$ cat src/rtl/gray_seq_pkg.sv
// rtl/gray_seq_pkg.sv - shared types and Gray-to-binary helper for the Gray sequence decoder
package gray_seq_pkg;

  localparam int GRAY_BITS = 3;

  typedef enum logic [1:0] {IDLE, LOCKED, FAULT} state_t;
  typedef enum logic [1:0] {HOLD, UP, DOWN, ILLEGAL} step_cls_t;

  function automatic logic [GRAY_BITS-1:0] gray2bin(input logic [GRAY_BITS-1:0] g);
    logic [GRAY_BITS-1:0] b;
    b[GRAY_BITS-1] = g[GRAY_BITS-1];
    for (int i = GRAY_BITS - 2; i >= 0; i--) begin
      b[i] = b[i+1] ^ g[i];
    end
    return b;
  endfunction

endpackage

$ cat src/rtl/gray_seq_classify.sv
// rtl/gray_seq_classify.sv - classifies a code transition as hold, up, down or illegal
module gray_seq_classify
  import gray_seq_pkg::*;
(
  input  logic [GRAY_BITS-1:0] prev_code,
  input  logic [GRAY_BITS-1:0] code,
  output logic [1:0]           cls
);

  logic [GRAY_BITS-1:0] diff;

  // Any multi-bit change in a reflected Gray cycle also moves more than one index,
  // so the modular index difference alone decides legality.
  always_comb begin
    diff = gray2bin(code) - gray2bin(prev_code);
    case (diff)
      3'd0:    cls = HOLD;
      3'd1:    cls = UP;
      3'd7:    cls = DOWN;
      default: cls = ILLEGAL;
    endcase
  end

endmodule

$ cat src/rtl/gray_seq_decoder.sv
// rtl/gray_seq_decoder.sv - Gray sequence decoder top; GRAY_SEQ_ERRCNT_EN adds err_count
module gray_seq_decoder
  import gray_seq_pkg::*;
#(
  parameter int POS_W      = 8,
  parameter int RELOCK_CNT = 4
) (
  input  logic                 clock,
  input  logic                 reset,
  input  logic                 code_valid,
  input  logic [GRAY_BITS-1:0] code_in,
  output logic                 locked,
  output logic                 step,
  output logic                 dir,
  output logic [POS_W-1:0]     position,
  output logic [GRAY_BITS-1:0] index,
  output logic                 err
`ifdef GRAY_SEQ_ERRCNT_EN
  ,
  output logic [7:0]           err_count
`endif
);

  state_t               state, state_n;
  logic [GRAY_BITS-1:0] prev_code, prev_n;
  logic [3:0]           cnt, cnt_n;
  logic                 step_n, dir_n, err_n;
  logic [POS_W-1:0]     pos_n;
  logic [GRAY_BITS-1:0] idx_n;
  logic [1:0]           cls_raw;
  step_cls_t            cls;

  gray_seq_classify u_classify (
    .prev_code (prev_code),
    .code      (code_in),
    .cls       (cls_raw)
  );

  assign cls    = step_cls_t'(cls_raw);
  assign locked = (state == LOCKED);

  always_ff @(posedge clock) begin
    if (reset) begin
      state     <= IDLE;
      prev_code <= '0;
      cnt       <= '0;
      step      <= 1'b0;
      dir       <= 1'b1;
      position  <= '0;
      index     <= '0;
      err       <= 1'b0;
    end else begin
      state     <= state_n;
      prev_code <= prev_n;
      cnt       <= cnt_n;
      step      <= step_n;
      dir       <= dir_n;
      position  <= pos_n;
      index     <= idx_n;
      err       <= err_n;
    end
  end

  always_comb begin
    state_n = state;
    prev_n  = prev_code;
    cnt_n   = cnt;
    step_n  = 1'b0;
    err_n   = 1'b0;
    dir_n   = dir;
    pos_n   = position;
    idx_n   = index;
    if (code_valid) begin
      prev_n = code_in;
      idx_n  = gray2bin(code_in);
      case (state)
        IDLE: begin
          pos_n   = '0;
          state_n = LOCKED;
        end
        LOCKED: begin
          case (cls)
            UP: begin
              step_n = 1'b1;
              dir_n  = 1'b1;
              pos_n  = position + POS_W'(1);
            end
            DOWN: begin
              step_n = 1'b1;
              dir_n  = 1'b0;
              pos_n  = position - POS_W'(1);
            end
            ILLEGAL: begin
              err_n   = 1'b1;
              state_n = FAULT;
              cnt_n   = '0;
            end
            default: ;
          endcase
        end
        FAULT: begin
          // Relock happens on the sample that completes the run; it never steps.
          if (cls == ILLEGAL) begin
            err_n = 1'b1;
            cnt_n = '0;
          end else if (cnt + 4'd1 == 4'(RELOCK_CNT)) begin
            state_n = LOCKED;
            cnt_n   = '0;
          end else begin
            cnt_n = cnt + 4'd1;
          end
        end
        default: state_n = IDLE;
      endcase
    end
  end

`ifdef GRAY_SEQ_ERRCNT_EN
  always_ff @(posedge clock) begin
    if (reset) begin
      err_count <= '0;
    end else if (err_n && err_count != 8'hFF) begin
      err_count <= err_count + 8'd1;
    end
  end
`endif

endmodule

$ cat config.mk
export PLATFORM = sky130hd
export DESIGN_NAME = gray_seq_decoder
export DESIGN_NICKNAME = d
export VERILOG_FILES = /design/src/rtl/gray_seq_pkg.sv /design/src/rtl/gray_seq_classify.sv /design/src/rtl/gray_seq_decoder.sv
export SDC_FILE = /design/constraint.sdc
export NUM_CORES = 1
export LEC_CHECK = 0
export ABC_AREA = 1
export CORE_ASPECT_RATIO = 1.75
export CORE_MARGIN = 2
export CORE_UTILIZATION = 58
export DETAILED_ROUTE_END_ITERATION = 10
export GPL_TIMING_DRIVEN = 0
export PLACE_DENSITY = 0.89
export SLEW_MARGIN = 20
export SYNTH_ARGS = -nofsm -noshare
export SYNTH_HDL_FRONTEND = slang
export SYNTH_HIERARCHICAL = 1
export SYNTH_SLANG_ARGS = --single-unit
$ cat constraint.sdc
create_clock -name clock -period 5.3 [get_ports clock]
set_input_delay 1.06 -clock clock [delete_from_list [all_inputs] [get_ports clock]]
set_output_delay 1.06 -clock clock [all_outputs]
set_load 0.1 [all_outputs]
Word-level counts from Yosys, hierarchy flattened
Cells that the tools add are included.
W data, S select, Z words.
{ "op_classes": {"n_mux": 14, "eq_ne": 12, "bitwise_logic": 7, "n_reduce_logical": 13, "n_addsub": 4} }
{ "ops": {"columns": ["cell", "n"], "rows": [
  ["$pmux W8 S2", 2],
  ["$mux W4", 3],
  ["$pmux W2 S3", 2],
  ["$reduce_and A3 Y1", 3],
  ["$add A8 B1 Y8 const B", 1],
  ["$pmux W4 S2", 1],
  ["$sub A8 B1 Y8 const B", 1],
  ["$eq A2 B2 Y1 const B", 3],
  ["$mux W2", 3],
  ["$reduce_bool A2 Y1", 3],
  ["$reduce_or A3 Y1", 2],
  ["$add A4 B1 Y4 const B", 1],
  ["$eq A2 B1 Y1 const B", 2],
  ["$eq A4 B3 Y1 const B", 1],
  ["$ne A2 B2 Y1 const B", 2],
  ["$reduce_and A4 Y1", 1],
  ["$reduce_or A2 Y1", 2],
  ["$xor A1 B1 Y1", 4],
  ["$eq A3 B1 Y1 const B", 1],
  ["$eq A3 B3 Y1 const B", 1],
  ["$logic_not A3 Y1", 1],
  ["$ne A3 B1 Y1 const B", 1],
  ["$not A1 Y1", 3],
  ["$sub A3 B3 Y3", 1],
  ["4 further kinds", 5]
]} }
{ "totals": {"output_inout_bits": 15, "ff_bits": 23} }

Logic depth before layout (Yosys ltp)
Gate-level depths: netlist of the first run.
{ "depth": {"depth_word": 8, "mapped_depth": 26} }

Modules after synthesis
The synthesis of the first run kept the hierarchy.
{ "modules_own_cells": {"columns": ["module", "seq_area_each_um2", "cells_per_inst", "instances", "area_per_inst_um2"], "rows": [
  ["gray_seq_decoder", 440.4, 199, 1, 1381.3],
  ["gray_seq_classify", 0.0, 22, 1, 143.9]
]} }

Worst setup path after synthesis of the first run
Ideal clock, no wire load.
{ "synth_timing": {"path_kind": "input to register", "from": "in code_in[1]", "to": "reg position[6]", "stages": 24, "arrival_time_ns": 3.762, "setup_slack_ns": 1.404, "path_cell_list": "xor2_2 > xnor2_1 > ha_1 > inv_1 > fa_1 > inv_1 > nand2_1 > nand3_1 > nand3_2 > nand2_1 > nand2_1 > inv_1 > ha_1 > buf_6 > nand2_1 > inv_1 > nor2_2 > ha_1 > a21oi_1 > inv_1 > nand4_1 > nand3_1 > nand3_1 > a21oi_1"} }
{ "synth_between": {"elab_chain_len": 8, "word_cells_on_any_way": 13, "cone_classes": "1 x add/sub; 5 x eq/ne; 3 x mux; 2 x bitwise; 2 x reduce/logical"} }
{ "synth_rtl": {"columns": ["element", "line_no", "rtl"], "rows": [
  ["from (decl)", "gray_seq_decoder.sv:11", "input logic [GRAY_BITS-1:0] code_in,"],
  ["$xor A1 B1 Y1 *", "gray_seq_pkg.sv:13", "b[i] = b[i+1] ^ g[i];"],
  ["$xor A1 B1 Y1", "gray_seq_pkg.sv:13", null],
  ["$sub A3 B3 Y3 *", "gray_seq_classify.sv:15", "diff = gray2bin(code) - gray2bin(prev_code);"],
  ["$eq A3 B3 Y1, or another cell as far along", "gray_seq_classify.sv:16", "case (diff)"],
  ["$pmux W2 S3 *", "gray_seq_classify.sv:16", null],
  ["named net cls[1]", "gray_seq_decoder.sv:31", "step_cls_t cls;"],
  ["$eq A2 B2 Y1 or $eq A2 B1 Y1 (tied branches)", "gray_seq_decoder.sv:82", "case (cls)"],
  ["$pmux W8 S2 or $ne A3 B1 Y1 (tied branches)", null, null],
  ["$pmux W8 S2 or $reduce_and A3 Y1 (tied branches)", null, null],
  ["to (signal assigned)", "gray_seq_decoder.sv:58", "position <= pos_n;"],
  ["to (decl)", "gray_seq_decoder.sv:15", "output logic [POS_W-1:0] position,"]
]} }
The timed path passes the listed nets; every way through them passes the cells marked *.
A chain may end at the register's enable or synchronous reset.

Worst setup path after layout of the first run
{ "layout_timing": {"from": "in code_in[2]", "to": "reg position[4]"} }
{ "layout_between": {"elab_chain_len": 8, "word_cells_on_any_way": 13, "cone_classes": "1 x add/sub; 5 x eq/ne; 3 x mux; 2 x bitwise; 2 x reduce/logical"} }
{ "layout_rtl": {"columns": ["element", "line_no"], "rows": [
  ["$xor A1 B1 Y1 (2 in a row)", "gray_seq_pkg.sv:13"],
  ["$sub A3 B3 Y3 *", "gray_seq_classify.sv:15"],
  ["$eq A3 B3 Y1, or another cell as far along", "gray_seq_classify.sv:16"],
  ["$pmux W2 S3 *", "gray_seq_classify.sv:16"],
  ["named net cls[1]", "gray_seq_decoder.sv:31"],
  ["$eq A2 B2 Y1 or $eq A2 B1 Y1 (tied branches)", "gray_seq_decoder.sv:82"],
  ["$pmux W8 S2 or $ne A3 B1 Y1 (tied branches)", null],
  ["$pmux W8 S2 or $reduce_and A3 Y1 (tied branches)", null]
]} }
Marks and branches as above.

==> summary.md, run 1 <==
| Metric | Value |
|---|---|
| Outcome | `complete, no violations` |
| CTS Buffer Depth | `2` |
| Routed WL per cell | `12.48 um` |
| Ys Warns | `6` |
| Post-synth top area cell | `dfxtp_1` |
| EDFF count, synth | `0` |
| GR Overflow Total | `0` |
| Reg2reg setup slack | `1.60 ns` |
| Clk network pwr share | `0.154` |
| Clk_lat worst skew | `0.26 ns` |
| Top FF cell, synth | `dfxtp_1` |
| Buf/Inv on CP | `6` |
| DRC errors left | `0` |
| CP Data Arrival Time | `4.87 ns` |
| Worst setup EP type | `flop` |
| Max Clock Freq | `0.2137 GHz` |
| Drt pass-1 iters | `6` |
| Global-route wire length before repair | `5.989 mm` |
| Ys async rst share | `0` |
| Slew @ Worst Pin | `0.9662 ns` |
| Max FO, Critical Path | `8` |
| Post-CTS Setup Bufs | `0` |
| Peak supply drop | `0.2366 mV` |
| Mapped cell area | `0.001525 mm2` |
| Largest net degree at the start of global routing | `12` |
| Mean post-synth cell area | `6.901 um2` |
| Critical path's slowest cell | `clkdlybuf4s50_1` |
| Flop pwr share | `0.296` |
| Die W | `42.77 um` |
| #FFs+latches synth | `22` |
| Reg2Reg Capture Point | `position[4]` |
| Final clock skew | `0.002643 ns` |
| Routed vias/inst | `5.558` |
| Max incr delay on CP | `0.60 ns` |
| Gr usage total | `0.2492` |
| Max-cap violation count | `0` |
| CP Depth | `24` |
| Worst Reg2Reg Path Length in Cells | `23` |
| Inserted Clock Buffers | `3` |
| ANT nets after route | `0` |
| Row count | `24` |
| RSZ-0062 raised after global routing | `false` |
| Final TNS setup | `0 ns` |
| DR iter-0 viols | `37` |
| Switching pwr | `0.3149 mW` |
| # diodes | `0` |
| Reg clk slew, reported paths | `0.07 ns` |
| PortBufs | `19` |
| Int Pwr | `0.3375 mW` |
| CTS Sinks | `22` |
| CP top delay family | `buffers and inverters` |
| Startpoint types | `input pin` |
| Worst Path Required | `5.49 ns` |
| Via count | `1495` |
| Critical path class | `in -> reg` |
| Synth Instances | `221` |
| CTS tree | `done` |
| Fin crit period | `4.679 ns` |
| Final hold viol count | `0` |
| Crit path to | `position[4]` |
| Die area | `0.003072 mm2` |
| Final setup viols | `0` |
| Area share of the largest cell type after synthesis | `0.2888` |
| Slew Viols, Final | `0` |
| Layout cell share with drive strength beyond 1 | `0.06173` |
| Initial antenna violation count | `0` |
| Synth cell count leaders | `52 x nand2_1, 35 x inv_1, 22 x dfxtp_1, 22 x nand3_1, 21 x a21oi_1` |
| Logic pwr share | `0.550` |
| Rel. slew slack | `0.3539` |
| CTS H-tree depth | `1` |
| Net Sw Frac | `0.4826` |
| Power Density | `364.6 mW/mm2` |
| R2R Path Start | `index[2]` |
| Nets | `266` |
| Post-synthesis cell type count | `29` |
| Period utilization | `0.8828` |
| Core Region | `0.002492 mm2` |
| Crit path launch | `code_in[2]` |
| Hpwl dp | `2.605 mm` |
| Ports | `21` |
| Post-Syn Nets | `242` |
| Initial Util | `0.6119` |
| Global placer's final weighted congestion | `0.8668` |
| Static leakage | `0.8257 nW` |
| Hold Buf Count CTS | `0` |
| Cell Chain, Critical Path | `clkdlybuf4s50_1, xor2_2, xnor2_1, ha_1, inv_1, fa_1, inv_1, nand2_1, nand3_1, nand3_2, nand2_1, nand2_1, inv_1, ha_1, buf_6, nand2_1, inv_1, nor2_2, ha_1, a21oi_1, o21bai_1, a21boi_0, o21ai_0, a21oi_1` |
| Top cells by area, synth | `dfxtp_1 29%, nand2_1 13%, ha_1 11%, inv_1 8.6%, nand3_1 7.2%` |
| Hold Path Class | `reg -> reg` |
| Design Power | `0.6524 mW` |
| Die height | `71.84 um` |
| Clock Tree Root | `clkbuf_8` |
| Area grow syn2layout | `17.31%` |
| CTS resizes | `0` |
| Vias in the first global route | `1460` |
| Post-Route WL | `3.356 mm` |
| Post-synthesis sequential area ratio | `0.2888` |
| Top-count cell post-synth | `nand2_1` |
==> sequential cells by signal (all words and copies together) (netlist names) <==
| signal | cells |
|---|---|
| cnt | 4 |
| dir | 1 |
| err | 1 |
| index | 3 |
| position | 8 |
| prev_code | 2 |
| state | 2 |
| step | 1 |
==> worst reg2reg max path: cells and delay by family, from the launching register on <==
| family | cells | cell delay [ns] |
|---|---|---|
| simple gates | 7 | 0.66 |
| compound gates | 5 | 0.78 |
| flops | 1 | 0.35 |
| buf+inv | 5 | 0.46 |
| xor+xnor | 2 | 0.46 |
| fa+ha+maj | 4 | 0.94 |
==> cells by family (layout without fill, tap and decap cells) <==
kind of cell	count (synthesis)	after routing	share of synthesized area
and+or+nand+nor	95	95	0.2732
AOI/OAI and AO/OA	41	41	0.1567
DFF	22	22	0.2888
adders and majority gates	15	15	0.1280
buffers and inverters	41	63	0.1083
xor gates and xnor gates	7	7	0.04513
==> power groups by stage <==
| stage | sequential, mW | combinational (mW) | clock [mW] |
|---|---|---|---|
| 6_report | 0.193 | 0.359 | 0.100 |
| 5_1_grt | 0.195 | 0.393 | 0.110 |
| 4_1_cts | 0.193 | 0.356 | 0.101 |
| 3_5_place_dp | 0.197 | 0.353 | 0 |
| 3_3_place_gp | 0.196 | 0.345 | 0 |
| 2_1_floorplan | 0.256 | 0.217 | 0 |
==> metrics by stage <==
step | hold slack [ns] | cell area (um2) | util | worst slack (ns) | std cells
5_1_grt | 0.5105 | 1789 | 0.7179 | 0.2958 | 269
6_report | 0.4818 | 1789 | 0.7179 | 0.6214 | 269
4_1_cts | 0.4870 | 1789 | 0.7179 | 0.7101 | 269
3_3_place_gp | 0.4577 | 1748 | 0.7013 | 0.5414 | 266
2_1_floorplan | 0.4519 | 1525 | - | 1.404 | 221
3_5_place_dp | 0.4733 | 1748 | 0.7013 | 0.4413 | 266
==> how the worst min path moves through the flow <==
stage	startpoint	endpoint	slack, ns	cells after the start
after floorplan	prev_code[0]	prev_code[0]	0.45	2
after global placement	index[1]	index[1]	0.46	2
after detailed placement	index[1]	index[1]	0.47	2
after CTS	index[1]	index[1]	0.49	2
after global routing	cnt[3]	cnt[3]	0.51	2
final	index[1]	index[1]	0.48	2
==> final cells by class <==
class | instances | area (um2)
multi-input cells | 158 | 919.6
fillers | 200 | 703.2
flip-flops and latches | 22 | 440.4
repair buffers | 19 | 190.2
inverters | 37 | 138.9
clock buffers | 3 | 41.29
well taps | 26 | 32.53
plain buffers | 4 | 26.28
==> cell usage in the layout (no fill, tap or decap), types with 2 or more instances in the layout <==
cell	n
a211oi_1	3
clkbuf_1	2
nor2_2	2
nand2_1	52
inv_1	35
ha_1	14
inv_2	2
o21ai_0	10
nor2_1	13
xnor2_1	3
clkbuf_8	3
dfxtp_1	22
clkdlybuf4s50_1	19
nand3_1	22
xor2_1	3
a21oi_1	21
o21bai_1	3
==> layer usage <==
layer | global-route usage | wire length [um]
met5 | 0 | 0
met1 | 0.2579 | 1299
met3 | 0.02015 | 105
met4 | 0.1285 | 65
met2 | 0.4747 | 1885
Power figures use the tool's default switching activity.
==> inputs of run 2 (changes only) <==
Settings changed: GPL_TIMING_DRIVEN 0 to unset, RECOVER_POWER set to 100.
==> run 2 against run 1 <==
Compared with the run above: global-route usage is 0.62 points higher; core utilization is 0.70 points lower; sequential cell count unchanged; register-to-register slack worse by 0.08 ns; die area unchanged; final area down 0.98%; clock power is 19% higher; count of clock-buffer cells in the layout grew 1; final cell count decreased by 0.74%; largest power group unchanged; clock skew barely moved; largest cell class unchanged; via count grew 1.8%.
==> summary.md, run 2 (same netlist as run 1, synthesis figures left out) <==
| Metric | Value |
|---|---|
| Row count | `24 (unchanged)` |
| Rel. slew slack | `0.3455 (-0.008316)` |
| Via count | `1522 (+1.8%)` |
| CP Data Arrival Time | `4.96 ns (+0.09 ns)` |
| Hold Path Class | `reg -> reg` |
| RSZ-0062 raised after global routing | `false` |
| Worst setup EP type | `flop` |
| Max Clock Freq | `0.2065 GHz (-3.4%)` |
| Die area | `0.003072 mm2 (unchanged)` |
| Final hold viol count | `0 (unchanged)` |
| Vias in the first global route | `1521 (+4.2%)` |
| Core Region | `0.002492 mm2 (unchanged)` |
| Slew @ Worst Pin | `0.9785 ns (+0.01227 ns)` |
| Largest net degree at the start of global routing | `19 (+7)` |
| Routed WL per cell | `13.00 um (+4.2%)` |
| Fin area | `0.001772 mm2 (-0.98%)` |
| PortBufs | `20 (+1)` |
| # diodes | `0 (unchanged)` |
| Largest registers | `position: 8 flops, cnt: 4 flops, index: 3 flops` |
| Peak supply drop | `0.2559 mV (+8.1%)` |
| Post-Route WL | `3.472 mm (+3.5%)` |
| Critical path class | `in -> reg` |
| Max FO, Critical Path | `10 (+2)` |
| Most common cell after layout, fill and taps aside | `nand2_1` |
| Inserted Clock Buffers | `3 (unchanged)` |
| Final std cells w/o fill | `267 (-0.74%)` |
| CTS tree | `done` |
| Static leakage | `0.8596 nW (+4.1%)` |
| Hpwl dp | `2.607 mm (about the same)` |
| Post-Place Cell Area | `0.001732 mm2 (-0.93%)` |
| Startpoint types | `input pin` |
| Clk_lat worst skew | `0.26 ns (about the same)` |
| Clock Tree Root | `clkbuf_8` |
| Buf/Inv on CP | `5 (-1)` |
| Power Density | `367.8 mW/mm2 (+0.86%)` |
| CTS H-tree depth | `1 (unchanged)` |
| Fillers | `211 (+5.5%)` |
| Largest Register | `position` |
| CTS Sinks | `22 (unchanged)` |
| Area grow syn2layout | `16.16%` |
| Initial Util | `0.6119 (unchanged)` |
| DRC errors left | `0 (unchanged)` |
| Die height | `71.84 um (unchanged)` |
| Fin crit period | `4.842 ns (+0.1638 ns)` |
| Ports | `21 (unchanged)` |
| Fin util | `0.7108 (-0.007028)` |
| Final clock skew | `0.003087 ns (+0.0004435 ns)` |
| Gr usage total | `0.2555 (+0.006234)` |
| Placed Instances | `263 (-1.1%)` |
| Nets | `263 (-1.1%)` |
| Critical path's slowest cell | `dlygate4sd3_1` |
| Final setup viols | `0 (unchanged)` |
| CTS Buffer Depth | `2 (unchanged)` |
| Reg clk slew, reported paths | `0.07 ns (about the same)` |
| ANT nets after route | `0 (unchanged)` |
| Most frequent cells in the layout | `53 x nand2_1, 36 x inv_1, 22 x nand3_1, 22 x dfxtp_1, 21 x a21oi_1` |
| DR iter-0 viols | `33 (-11%)` |
| Max incr delay on CP | `0.69 ns (+0.09 ns)` |
| Global placer's final weighted congestion | `1.040 (+20%)` |
| Layout cell share with drive strength beyond 1 | `0.04149 (-0.02023)` |
| Global-route wire length before repair | `5.982 mm (-0.12%)` |
| Routed vias/inst | `5.700 (+2.6%)` |
| Max reg flops | `8 (unchanged)` |
| CP top delay family | `simple AND/OR/NAND/NOR gates` |
| Cell Chain, Critical Path | `dlygate4sd3_1, xor2_2, xnor2_1, ha_1, inv_1, fa_1, nand2_1, nand2_1, nand2_1, nand3_2, nand2_1, nand2_1, inv_1, ha_1, nand2_1, inv_1, nor2_1, ha_1, a21oi_1, inv_1, nand4_1, nand3_1, nand3_1, a21oi_1` |
| Hold Buf Count CTS | `0 (unchanged)` |
| Max-cap violation count | `0 (unchanged)` |
| CTS resizes | `0 (unchanged)` |
| CP most frequent cell | `nand2_1` |
| GR Overflow Total | `0 (unchanged)` |
| Drt pass-1 iters | `4 (-2)` |
| Final TNS setup | `0 ns (unchanged)` |
| Slew Viols, Final | `0 (unchanged)` |
| Period utilization | `0.9137 (+0.03090)` |
| Worst Path Required | `5.42 ns (-0.07 ns)` |
| Initial antenna violation count | `0 (unchanged)` |
| Die W | `42.77 um (unchanged)` |
| Post-CTS Setup Bufs | `0 (unchanged)` |
| Outcome | `complete, no violations` |
## run 2: cell types whose count changed in the layout (fill, tap and decap cells not counted)
| cell | before | now |
|---|---|---|
| buf_4 | 1 | 0 |
| buf_6 | 1 | 0 |
| dlygate4sd3_1 | 0 | 17 |
| inv_1 | 35 | 36 |
| clkbuf_1 | 2 | 0 |
| clkbuf_8 | 3 | 4 |
| nor3_2 | 1 | 0 |
| nand2_1 | 52 | 53 |
| nand2_4 | 1 | 0 |
| nor2_1 | 13 | 14 |
| nor2_2 | 2 | 1 |
| clkdlybuf4s50_1 | 19 | 3 |
| inv_2 | 2 | 1 |
| nor3_1 | 0 | 1 |
## run 2: layout make-up
cell class	count	area [um2]	share of cell area
sequential	22	440.4	0.2486
inverter	37	138.9	0.07839
timing repair buffer	20	200.2	0.1130
multi-input combinational	158	904.6	0.5106
clock buffer	4	55.05	0.03107
tap	26	32.53	0.01836
## run 2: worst reg2reg max path, stage by stage (launching register included)
cell	delay, ns
dfxtp_1	0.35
xnor2_1	0.29
xnor2_1	0.16
ha_1	0.16
inv_1	0.05
fa_1	0.38
nand2_1	0.12
nand2_1	0.07
nand2_1	0.10
nand3_2	0.13
nand2_1	0.09
nand2_1	0.10
inv_1	0.10
ha_1	0.38
nand2_1	0.15
inv_1	0.07
nor2_1	0.05
ha_1	0.18
a21oi_1	0.22
inv_1	0.10
nand4_1	0.13
nand3_1	0.09
nand3_1	0.10
a21oi_1	0.06
## run 2: metrics by stage
stage	hold WS (ns)	total power [mW]	setup slack, ns
after floorplan	0.4519	0.4728	1.404
after global placement	0.4592	0.5312	0.4858
after detailed placement	0.4634	0.5403	0.3498
after CTS	0.4814	0.6625	0.5734
after global routing	0.4881	0.6974	0.1451
final	0.4726	0.6516	0.4576
## run 2: final timing paths
check / to / cells after the start / slack [ns] / start
min reg2reg: dir / 2 / 0.47 / dir
max: position[6] / 24 / 0.46 / code_in[2]
max reg2reg: position[6] / 23 / 1.52 / index[2]
min: dir / 2 / 0.47 / dir
## run 2: power by group
part	internal (mW)	switching, mW	leakage (nW)
Sequential	0.180	0.0129	0.179
Combinational	0.0943	0.245	0.651
Clock	0.0663	0.0529	0.0288
## run 2: routing by layer
| layer | global-route usage | vias to the layer above | share of wire |
|---|---|---|---|
| li1 | - | 755 | - |
| met1 | 0.2345 | 681 | 0.38 |
| met2 | 0.4663 | 56 | 0.52 |
| met3 | 0.04534 | 30 | 0.036 |
| met4 | 0.2049 | 0 | 0.065 |
| met5 | 0 | - | 0 |
==> inputs of run 3 (changes only) <==
--- a/config.mk
+++ b/config.mk
@@ -7,4 +7,5 @@
 export LEC_CHECK = 0
 export ABC_AREA = 1
+export CAP_MARGIN = 20
 export CORE_ASPECT_RATIO = 1.75
 export CORE_MARGIN = 2
==> constraint.sdc (replaced) <==
create_clock -name clock -period 5.3 [get_ports clock]
set_input_delay 0.795 -clock clock [delete_from_list [all_inputs] [get_ports clock]]
set_output_delay 0.795 -clock clock [all_outputs]
set_load 0.1 [all_outputs]
==> run 3 against run 2 <==
Compared with the run above: final cell count did not move; largest power group unchanged; critical path depth grew 1; count of clock-buffer cells in the layout stayed put; sequential power is essentially flat; fmax is 3.2% higher; clock skew is 0.00083 ns lower; highest routed layer unchanged; clock power about the same; register-to-register slack worse by 0.06 ns; via count down 0.85%.
==> summary.md, run 3 (same netlist as run 1, synthesis figures left out) <==
| Metric | Value |
|---|---|
| Global placer's final weighted congestion | `1.040 (about the same)` |
| Fillers | `203 (-3.8%)` |
| Inserted Clock Buffers | `3 (unchanged)` |
| Initial Util | `0.6119 (unchanged)` |
| Hpwl dp | `2.593 mm (-0.54%)` |
| Via count | `1509 (-0.85%)` |
| Die area | `0.003072 mm2 (unchanged)` |
| Most frequent cells in the layout | `52 x nand2_1, 36 x inv_1, 23 x nand3_1` |
| Critical path's slowest cell | `dlygate4sd3_1` |
| Final hold viol count | `0 (unchanged)` |
| Wire length on met1 | `1.336 mm (+1.9%)` |
| Final setup viols | `0 (unchanged)` |
| ANT nets after route | `0 (unchanged)` |
| Largest net degree at the start of global routing | `19 (unchanged)` |
| Clk_lat worst skew | `0.26 ns (about the same)` |
| Period utilization | `0.8850 (-0.02861)` |
| RSZ-0062 raised after global routing | `false` |
| Initial antenna violation count | `0 (unchanged)` |
| Gr usage total | `0.2328 (-0.02263)` |
| Largest registers | `position: 8 flops, cnt: 4 flops, index: 3 flops` |
| Max FO, Critical Path | `10 (unchanged)` |
| Routed vias/inst | `5.652 (-0.85%)` |
| CTS Sinks | `22 (unchanged)` |
| Fin crit period | `4.691 ns (-0.1516 ns)` |
| CTS H-tree depth | `1 (unchanged)` |
| Worst Path Required | `5.49 ns (+0.07 ns)` |
| Die W | `42.77 um (unchanged)` |
| Reg2Reg Capture Point | `position[6]` |
| Ports | `21 (unchanged)` |
| Crit path launch | `code_in[2]` |
| # diodes | `0 (unchanged)` |
| Max incr delay on CP | `0.64 ns (-0.05 ns)` |
| Hold Path Class | `reg -> reg` |
| Rel. slew slack | `0.3470 (+0.001488)` |
| Max-cap violation count | `0 (unchanged)` |
| Static leakage | `0.8583 nW (-0.15%)` |
| Slew @ Worst Pin | `0.9762 ns (-0.002224 ns)` |
| Startpoint types | `input pin` |
| Vias in the first global route | `1423 (-6.4%)` |
| Max Clock Freq | `0.2132 GHz (+3.2%)` |
| Reg clk slew, reported paths | `0.08 ns (about the same)` |
| Global-route wire length before repair | `5.582 mm (-6.7%)` |
| Post-CTS Setup Bufs | `0 (unchanged)` |
| Met3 wire len | `101 um (-19%)` |
| CTS tree | `done` |
| Peak supply drop | `0.2691 mV (+5.2%)` |
| Post-Route WL | `3.345 mm (-3.7%)` |
| Most common cell after layout, fill and taps aside | `nand2_1` |
| Final clock skew | `0.002259 ns (-0.0008282 ns)` |
| Max reg flops | `8 (unchanged)` |
| FF/Latch Area | `440.4 um2 (unchanged)` |
| Final TNS setup | `0 ns (unchanged)` |
| CP most frequent cell | `nand2_1` |
| Core Region | `0.002492 mm2 (unchanged)` |
| Power Density | `368.0 mW/mm2 (about the same)` |
| Largest Register | `position` |
| Fin util | `0.7088 (-0.002008)` |
| DRC errors left | `0 (unchanged)` |
| Clock Tree Root | `clkbuf_8` |
| Metal2 WL | `1.782 mm (-1.5%)` |
| Worst Reg2Reg Path Length in Cells | `24 (+4.3%)` |
| CP Data Arrival Time | `4.88 ns (-0.08 ns)` |
| Area grow syn2layout | `15.83%` |
| R2R Path Start | `index[2]` |
| Routed WL per cell | `12.53 um (-3.7%)` |
| GR Overflow Total | `0 (unchanged)` |
| CTS Buffer Depth | `2 (unchanged)` |
| Drt pass-1 iters | `4 (unchanged)` |
| Multi-input combinational cell area | `899.6 um2 (-0.55%)` |
| Highest metal used | `met4` |
| Row count | `24 (unchanged)` |
| CTS resizes | `0 (unchanged)` |
| Slew Viols, Final | `0 (unchanged)` |
| Die height | `71.84 um (unchanged)` |
| Design Power | `0.6501 mW (-0.23%)` |
| Critical path class | `in -> reg` |
| Outcome | `complete, no violations` |
| Reg2reg setup slack | `1.46 ns (-0.06 ns)` |
| Nets | `263 (unchanged)` |
| Crit path to | `position[6]` |
| Hold Buf Count CTS | `0 (unchanged)` |
| PortBufs | `20 (unchanged)` |
| DR iter-0 viols | `42 (+27%)` |
| Worst setup EP type | `flop` |
| Layout cell share with drive strength beyond 1 | `0.03734 (-0.004149)` |
## run 3: cell counts in the layout (fill, tap and decap cells not counted)
Identical to the previous run, type by type.
## run 3: metal layers
metal	global-route usage	vias up
li1	-	757
met1	0.2196	690
met5	0	-
met2	0.4428	47
met4	0.1493	0
met3	0.03275	15
## run 3: report_power, final
| group | internal, mW | switching [mW] |
|---|---|---|
| clock network | 0.0661 | 0.0522 |
| logic | 0.0945 | 0.245 |
| registers | 0.180 | 0.0128 |
## run 3: stage by stage
step	hold slack (ns)	std cells	setup WS, ns	instance area [um2]
floorplan	0.4519	221	1.669	1525
global placement	0.4592	263	0.7470	1732
detailed placement	0.4656	263	0.5986	1732
CTS	0.4796	267	0.8554	1787
global route	0.5064	267	0.3171	1767
finish	0.4760	267	0.6093	1767
## run 3: worst min path at each step
stage / start / end / cells past startpoint
CTS: index[1] / index[1] / 2
global route: index[1] / index[1] / 2
finish: index[1] / index[1] / 2
global placement: index[1] / index[1] / 2
detailed placement: index[1] / index[1] / 2
floorplan: prev_code[0] / prev_code[0] / 2
## run 3: final cells by class
class                           instances  area share
Multi-Input combinational cell        158      0.5092
Sequential cell                        22      0.2493
Timing Repair Buffer                   20      0.1133
Inverter                               37     0.07861
Clock buffer                            4     0.03116
Tap cell                               26     0.01841
## run 3: worst max-delay path: cells and delay by family
family	cells	cell delay (ns)
compound gates	2	0.34
xor+xnor	2	0.49
fa+ha+maj	4	1.10
buf+inv	5	0.96
simple gates	12	1.20
